File: config.mk
export PLATFORM = sky130hd
export DESIGN_NAME = conv_output_tracker
export DESIGN_NICKNAME = d
export VERILOG_FILES = /design/src/rtl/conv_output_tracker.sv
export SDC_FILE = /design/constraint.sdc
export NUM_CORES = 1
export LEC_CHECK = 0
export BUFFER_PORTS_ARGS = -buffer_cell sky130_fd_sc_hd__buf_2
export CAP_MARGIN = 10
export CORE_ASPECT_RATIO = 0.6
export CORE_MARGIN = 3
export CORE_UTILIZATION = 57
export DETAILED_ROUTE_END_ITERATION = 7
export PLACE_DENSITY = 0.81
export SLEW_MARGIN = 10
export SYNTH_ARGS = -nofsm -noshare
export SYNTH_HDL_FRONTEND = slang
export SYNTH_SLANG_ARGS = --single-unit
File: constraint.sdc
create_clock -name clk -period 3.1 [get_ports clk]
set_input_delay 0.62 -clock clk [delete_from_list [all_inputs] [get_ports clk]]
set_output_delay 0.62 -clock clk [all_outputs]
set_load 0.005 [all_outputs]
File: src/rtl/conv_output_tracker.sv
// Tracks the output beats of a convolution layer: checks their (y, x, ch) order against the
// stride, counts and sums them, and flags order mismatches, idle timeouts and extra beats.
module conv_output_tracker #(
  parameter int unsigned IO_DATA_WIDTH      = 16,
  parameter int unsigned FEATURE_MAP_WIDTH  = 128,
  parameter int unsigned FEATURE_MAP_HEIGHT = 128,
  parameter int unsigned OUTPUT_NB_CHANNELS = 16,
  parameter int unsigned TIMEOUT_CYCLES     = 4096
) (
  input  logic                                  clk,
  input  logic                                  arst_n_in,
  input  logic                                  start,
  input  logic                                  conv_stride_mode,
  input  logic                                  output_valid,
  input  logic [IO_DATA_WIDTH-1:0]              out,
  input  logic [$clog2(FEATURE_MAP_WIDTH)-1:0]  output_x,
  input  logic [$clog2(FEATURE_MAP_HEIGHT)-1:0] output_y,
  input  logic [$clog2(OUTPUT_NB_CHANNELS)-1:0] output_ch,
  output logic                                  busy,
  output logic                                  done,
  output logic                                  error,
  output logic [1:0]                            err_code,
  output logic [31:0]                           out_count,
  output logic [31:0]                           checksum
);

  localparam int unsigned XW = $clog2(FEATURE_MAP_WIDTH);
  localparam int unsigned YW = $clog2(FEATURE_MAP_HEIGHT);
  localparam int unsigned CW = $clog2(OUTPUT_NB_CHANNELS);
  localparam int unsigned TW = $clog2(TIMEOUT_CYCLES + 1);

  typedef enum logic [1:0] {StIdle, StRun, StDone, StError} state_e;

  state_e         state_q, state_d;
  logic           stride2_q, stride2_d;
  logic [XW-1:0]  x_q, x_d;
  logic [YW-1:0]  y_q, y_d;
  logic [CW-1:0]  ch_q, ch_d;
  logic [31:0]    count_q, count_d;
  logic [31:0]    sum_q, sum_d;
  logic [TW-1:0]  timer_q, timer_d;
  logic [1:0]     err_q, err_d;

  int unsigned    step, x_next, y_next, timer_inc;
  logic           ch_last, x_last, y_last, match;

  always_ff @(posedge clk or negedge arst_n_in) begin
    if (!arst_n_in) begin
      state_q   <= StIdle;
      stride2_q <= 1'b0;
      x_q       <= '0;
      y_q       <= '0;
      ch_q      <= '0;
      count_q   <= '0;
      sum_q     <= '0;
      timer_q   <= '0;
      err_q     <= '0;
    end else begin
      state_q   <= state_d;
      stride2_q <= stride2_d;
      x_q       <= x_d;
      y_q       <= y_d;
      ch_q      <= ch_d;
      count_q   <= count_d;
      sum_q     <= sum_d;
      timer_q   <= timer_d;
      err_q     <= err_d;
    end
  end

  always_comb begin
    state_d   = state_q;
    stride2_d = stride2_q;
    x_d       = x_q;
    y_d       = y_q;
    ch_d      = ch_q;
    count_d   = count_q;
    sum_d     = sum_q;
    timer_d   = timer_q;
    err_d     = err_q;

    // Wide arithmetic so x+S / y+S never wrap before being compared with the map size.
    step      = stride2_q ? 32'd2 : 32'd1;
    x_next    = 32'(x_q) + step;
    y_next    = 32'(y_q) + step;
    timer_inc = 32'(timer_q) + 32'd1;
    ch_last   = (32'(ch_q) == OUTPUT_NB_CHANNELS - 1);
    x_last    = (x_next >= FEATURE_MAP_WIDTH);
    y_last    = (y_next >= FEATURE_MAP_HEIGHT);
    match     = (output_x == x_q) && (output_y == y_q) && (output_ch == ch_q);

    if (start && (state_q != StRun)) begin
      state_d   = StRun;
      stride2_d = conv_stride_mode;
      x_d       = '0;
      y_d       = '0;
      ch_d      = '0;
      count_d   = '0;
      sum_d     = '0;
      timer_d   = '0;
      err_d     = '0;
    end else begin
      unique case (state_q)
        StRun: begin
          if (output_valid) begin
            timer_d = '0;
            if (match) begin
              count_d = count_q + 32'd1;
              sum_d   = sum_q + 32'($signed(out));
              if (ch_last && x_last && y_last) begin
                state_d = StDone;
              end else if (ch_last) begin
                ch_d = '0;
                if (x_last) begin
                  x_d = '0;
                  y_d = YW'(y_next);
                end else begin
                  x_d = XW'(x_next);
                end
              end else begin
                ch_d = CW'(32'(ch_q) + 32'd1);
              end
            end else begin
              state_d = StError;
              err_d   = 2'd1;
            end
          end else begin
            timer_d = TW'(timer_inc);
            if (timer_inc >= TIMEOUT_CYCLES) begin
              state_d = StError;
              err_d   = 2'd2;
            end
          end
        end
        StDone: begin
          if (output_valid) begin
            state_d = StError;
            err_d   = 2'd3;
          end
        end
        default: ;
      endcase
    end
  end

  always_comb begin
    busy      = (state_q == StRun);
    done      = (state_q == StDone);
    error     = (state_q == StError);
    err_code  = err_q;
    out_count = count_q;
    checksum  = sum_q;
  end

endmodule
### After elaboration in Yosys (flattened, before gate mapping)

Index checks and enable logic that the tools add are counted.

* reductions and logical operators: 17
* equality and inequality tests: 13
* mux-type cells: 44
* magnitude comparators: 3
* $add $sub $neg: 6

Operators by type and width (number)
* $mux W32: 8
* $mux W7: 14
* $mux W13: 3
* $add A32 B1 Y32 const B: 1
* $add A32 B32 Y32: 1
* $mux W4: 6
* $mux W2: 11
* $add A7 B2 Y8: 2
* $ge A8 B8 Y1 const B: 2
* $add A13 B1 Y14 const B: 1
* $eq A7 B7 Y1: 2
* $ge A14 B13 Y1 const B: 1
* $reduce_and A4 Y1: 3
* $reduce_bool A2 Y1: 5
* $pmux W2 S2: 2
* $reduce_and A6 Y1: 1
* $logic_and A1 B1 Y1: 5
* $ne A5 B3 Y1 const B: 1
* $reduce_and A5 Y1: 1
* $add A4 B1 Y4 const B: 1
* $eq A2 B2 Y1 const B: 2
* $eq A4 B4 Y1: 1
* $eq A4 B4 Y1 const B: 1
* $ne A4 B2 Y1 const B: 1
* 7 further kinds: 7

* output and inout port bits: 69
* bits in registers: 100
* bits of input ports: 39

### Logic depth before layout (Yosys ltp)

* depth after elaboration: 10
* gate-level depth with buffers: 13
* depth with buffers taken out: 13

### Worst setup path before layout

Ideal clock, no wire load.

* path kind: input-to-reg
* from: in out[0]
* to: reg sum_q[24] (netlist: checksum[24])
* path buffers: 0
* path slack: 0.191 ns
* cell stages on the path: 13
* setup time: 0.133 ns
* required time: 2.967 ns
* arrival time: 2.776 ns
* cells stage by stage: ha_1 inv_1 fa_1 and2b_1 o211ai_1 a21oi_1 a31oi_1 o21a_1 o21ai_1 a21oi_1 o21bai_1 xnor2_1 o21ai_0

* longest elaborated chain between the ends: 5

Ends and longest elaborated chain
* from (decl): line 15 `input logic [IO_DATA_WIDTH-1:0] out,`
* $add A32 B32 Y32: line 109 `sum_d = sum_q + 32'($signed(out));`
* $mux W32: line 107 `if (match) begin`
* $mux W32: line 105 `if (output_valid) begin`
* $mux W32: line 103 `unique case (state_q)`
* $mux W32: line 92 `if (start && (state_q != StRun)) begin`
* to (signal assigned): line 65 `sum_q <= sum_d;`
* to (decl): line 40 `logic [31:0] sum_q, sum_d;`

No other way between the ends. The select of a mux whose other input is x is not followed.
A chain may end at the register's enable or synchronous reset.

### Worst setup path in the final report

* from: reg sum_q[0] (netlist: checksum[0])
* to: reg sum_q[28] (netlist: checksum[28])

* longest elaborated chain between the ends: 5

Ends and longest elaborated chain (line)
* $add A32 B32 Y32: 109
* $mux W32: 107
* $mux W32: 105
* $mux W32: 103
* $mux W32: 92

No other way between the ends. The select of a mux whose other input is x is not followed.

==> results.sh <==
export IMPL_status="finished, final reports clean"
export IMPL_cts_buffer_depth=2
export IMPL_holdBufCountCts=0
export IMPL_synth_cell_type_count=55
export IMPL_seq_area_frac_synth_pct=39.3
export IMPL_grt_usage_pct=28.1
export IMPL_htree_levels=3
export IMPL_hp_class="primary input to async pin"
export IMPL_setup_slack_ns=0.124
export IMPL_fillers=810
export IMPL_synthArstFlopShare_pct=100
export IMPL_drt_total_wl_um=17000
export IMPL_fin_cells=1001
export IMPL_dr_pass1_iters=6
export IMPL_synth_ff_latch_count=100
export IMPL_max_slew_margin_pct=53.1
export IMPL_initial_core_util_pct=59.3
export IMPL_insertedDiodeCount=0
export IMPL_grtUsageMet3_pct=5.67
export IMPL_final_util_pct=70.6
export IMPL_root_buffer="clkbuf_16"
export IMPL_first_global_vias=5758
export IMPL_cts_buffers=9
export IMPL_final_common_cell="buf_2"
export IMPL_clk_latency_ns=0.35
export IMPL_final_hold_violation_count=0
export IMPL_final_min_clock_period_ns=2.98
export IMPL_synthToLayoutAreaGrowth_pct=19.1
export IMPL_die_y_um=87.9
export IMPL_synth_edf_count=0
export IMPL_drive_gt1_share_pct=20.8
export IMPL_syn_avg_cell_area_um2=8.77
export IMPL_antenna_found_initial=0
export IMPL_finClkSkew_ns=0.00828
export IMPL_tns_ns=0
export IMPL_fin_total_pwr_mw=3.26
export IMPL_synth_top_cell_area_share_pct=39.3
export IMPL_start_kind="register"
export IMPL_post_place_ws_ns=-0.186
export IMPL_rows=29
export IMPL_critPathKind="register to register"
export IMPL_cts_tree="built"
export IMPL_clk_pin_slew_ns=0.08
export IMPL_postRouteAntennaNets=0
export IMPL_core_region_area_mm2=0.0107
export IMPL_nNetsFinal=940
export IMPL_cp_required_ns=3.37
export IMPL_cp_max_fo=3
export IMPL_syn_num_nets=809
export IMPL_die_w_um=142
export IMPL_syn_inst=726
export IMPL_dieArea_mm2=0.0125
export IMPL_regArea_mm2=0.00250
export IMPL_power_density_mw_per_mm2=430
export IMPL_hpwlAfterDp_um=12800
export IMPL_post_route_drc_count=0
export IMPL_synth_area_top_cells="dfrtp_1, ha_1, xnor2_1"
export IMPL_report_final_slew_viol_count=0
export IMPL_grt_max_degree=50
export IMPL_synth_area_leader_cell="dfrtp_1"
export IMPL_fmax_mhz=336
export IMPL_ioPinCount=108
export IMPL_vias_per_cell=5.95
export IMPL_fin_crit_sh_pct=96.0
export IMPL_synth_main_ff_cell="dfrtp_1"
export IMPL_grt_pass1_wl_um=28300
export IMPL_p_leak_nw=3.74
export IMPL_cp_data_arrival_time_ns=3.25
export IMPL_grt_overflow_total=0
export IMPL_layout_common_cells="buf_2, dfrtp_1, nand2_1"
export IMPL_yosys_warnings=0
export IMPL_syn_area_mm2=0.00637
export IMPL_use_met1_pct=39.7
export IMPL_setup_viol=0
export IMPL_cts_sinks=100
export IMPL_drv_cap=0
export IMPL_vdd_drop_max_uv=334
export IMPL_wl_per_cell_um=17.0
export IMPL_globalRouteMet2Util_pct=44.9
export IMPL_gp_congestion=0.965
export IMPL_dp_cells=982
export IMPL_worst_slew_pin_slew_ns=0.701
export IMPL_port_buffers=107
export IMPL_drt_iter0_markers=518
export IMPL_multi_input_area_mm2=0.00371
export IMPL_busiest_layer="met2"
export IMPL_vias=5956
export IMPL_worstSetupEndpointType="register"
-- worst paths after layout --
check	startpoint	endpoint	slack [ns]	cells after the start
setup / recovery	checksum[0]	checksum[28]	0.12	13
hold / removal	arst_n_in	checksum[18]	0.29	1
setup reg to reg	checksum[0]	checksum[28]	0.12	13
hold reg to reg	timer_q[11]	timer_q[11]	0.50	1
max in group asynchronous	arst_n_in	timer_q[0]	2.13	2
min in group clk	conv_stride_mode	stride2_q	0.47	3
-- area by class of cell --
| type | count | area share [%] |
|---|---|---|
| timing repair buffer | 142 | 10.7 |
| inverter | 22 | 1.09 |
| tap | 139 | 2.29 |
| multi-input combinational | 582 | 49.0 |
| sequential | 100 | 33.0 |
| clock buffer | 10 | 3.15 |
| clock inverter | 6 | 0.710 |
-- cell usage after synthesis (3+ instances only) --
cell        n
nand4_1    14
o21a_1      4
xor2_1     41
a21oi_2     4
inv_1      22
a21oi_1    59
nand2_1    95
and3_1     11
xnor2_1    41
mux2_2      3
ha_1       41
nor2_1     67
a211oi_1    3
nor2b_1     7
nand2b_1    4
o31ai_1     5
or3_1       3
nor3_1     13
dfrtp_1   100
a31oi_1     5
clkbuf_1   16
a21o_1     14
nand3_1    51
o21bai_1    3
o21ai_0    58
fa_1        3
-- critical path, stage by stage (launching register included) --
cell and delay (ns):
dfrtp_1 0.37, ha_1 0.17, inv_1 0.06, fa_1 0.37
and2b_1 0.23, o211ai_1 0.17, a211oi_1 0.41, a211oi_2 0.10
o31ai_2 0.35, buf_4 0.19, a21o_1 0.11, a21oi_1 0.07
xor2_1 0.15, o21ai_0 0.16
-- flip-flops by register name, indices dropped and copies added (netlist names) --
name       cells
x_q            7
checksum      32
timer_q       13
err_code       2
state_q        2
out_count     32
stride2_q      1
ch_q           4
y_q            7
-- what timing repair did --
| action | 4_1_cts | 5_1_grt |
|---|---|---|
| buffers inserted | 0 | 3 |
| resized for setup | 0 | 4 |
| setup endpoints to repair | 0 | 2 |
-- cells by family (layout without fill, tap and decap cells) --
logic type	after synthesis	after routing	share of synthesized area [%]
flops	100	100	39.3
mux	3	3	0.531
buf+inv	44	180	2.75
simple gates	277	277	20.4
fa+ha+maj	44	44	9.00
xor+xnor	82	82	11.3
compound gates	176	176	16.7
-- through the flow --
| step | hold slack [ns] | instance area, µm² |
|---|---|---|
| floorplan | 0.324 | 6370 |
| global placement | 0.464 | 7250 |
| detailed placement | 0.484 | 7250 |
| CTS | 0.314 | 7540 |
| global route | 0.348 | 7580 |
| finish | 0.288 | 7580 |
-- routing by layer --
layer	part of all wire [%]	wire length, µm
met1	47	7960
met2	44	7550
met3	7.4	1260
met4	1.5	253
met5	0	0
-- where the power goes --
group	switching, mW	internal [mW]
Clock	0.550	0.585
Sequential	0.0545	1.36
Combinational	0.453	0.256
No activity file was read; power rests on OpenSTA's default activity.
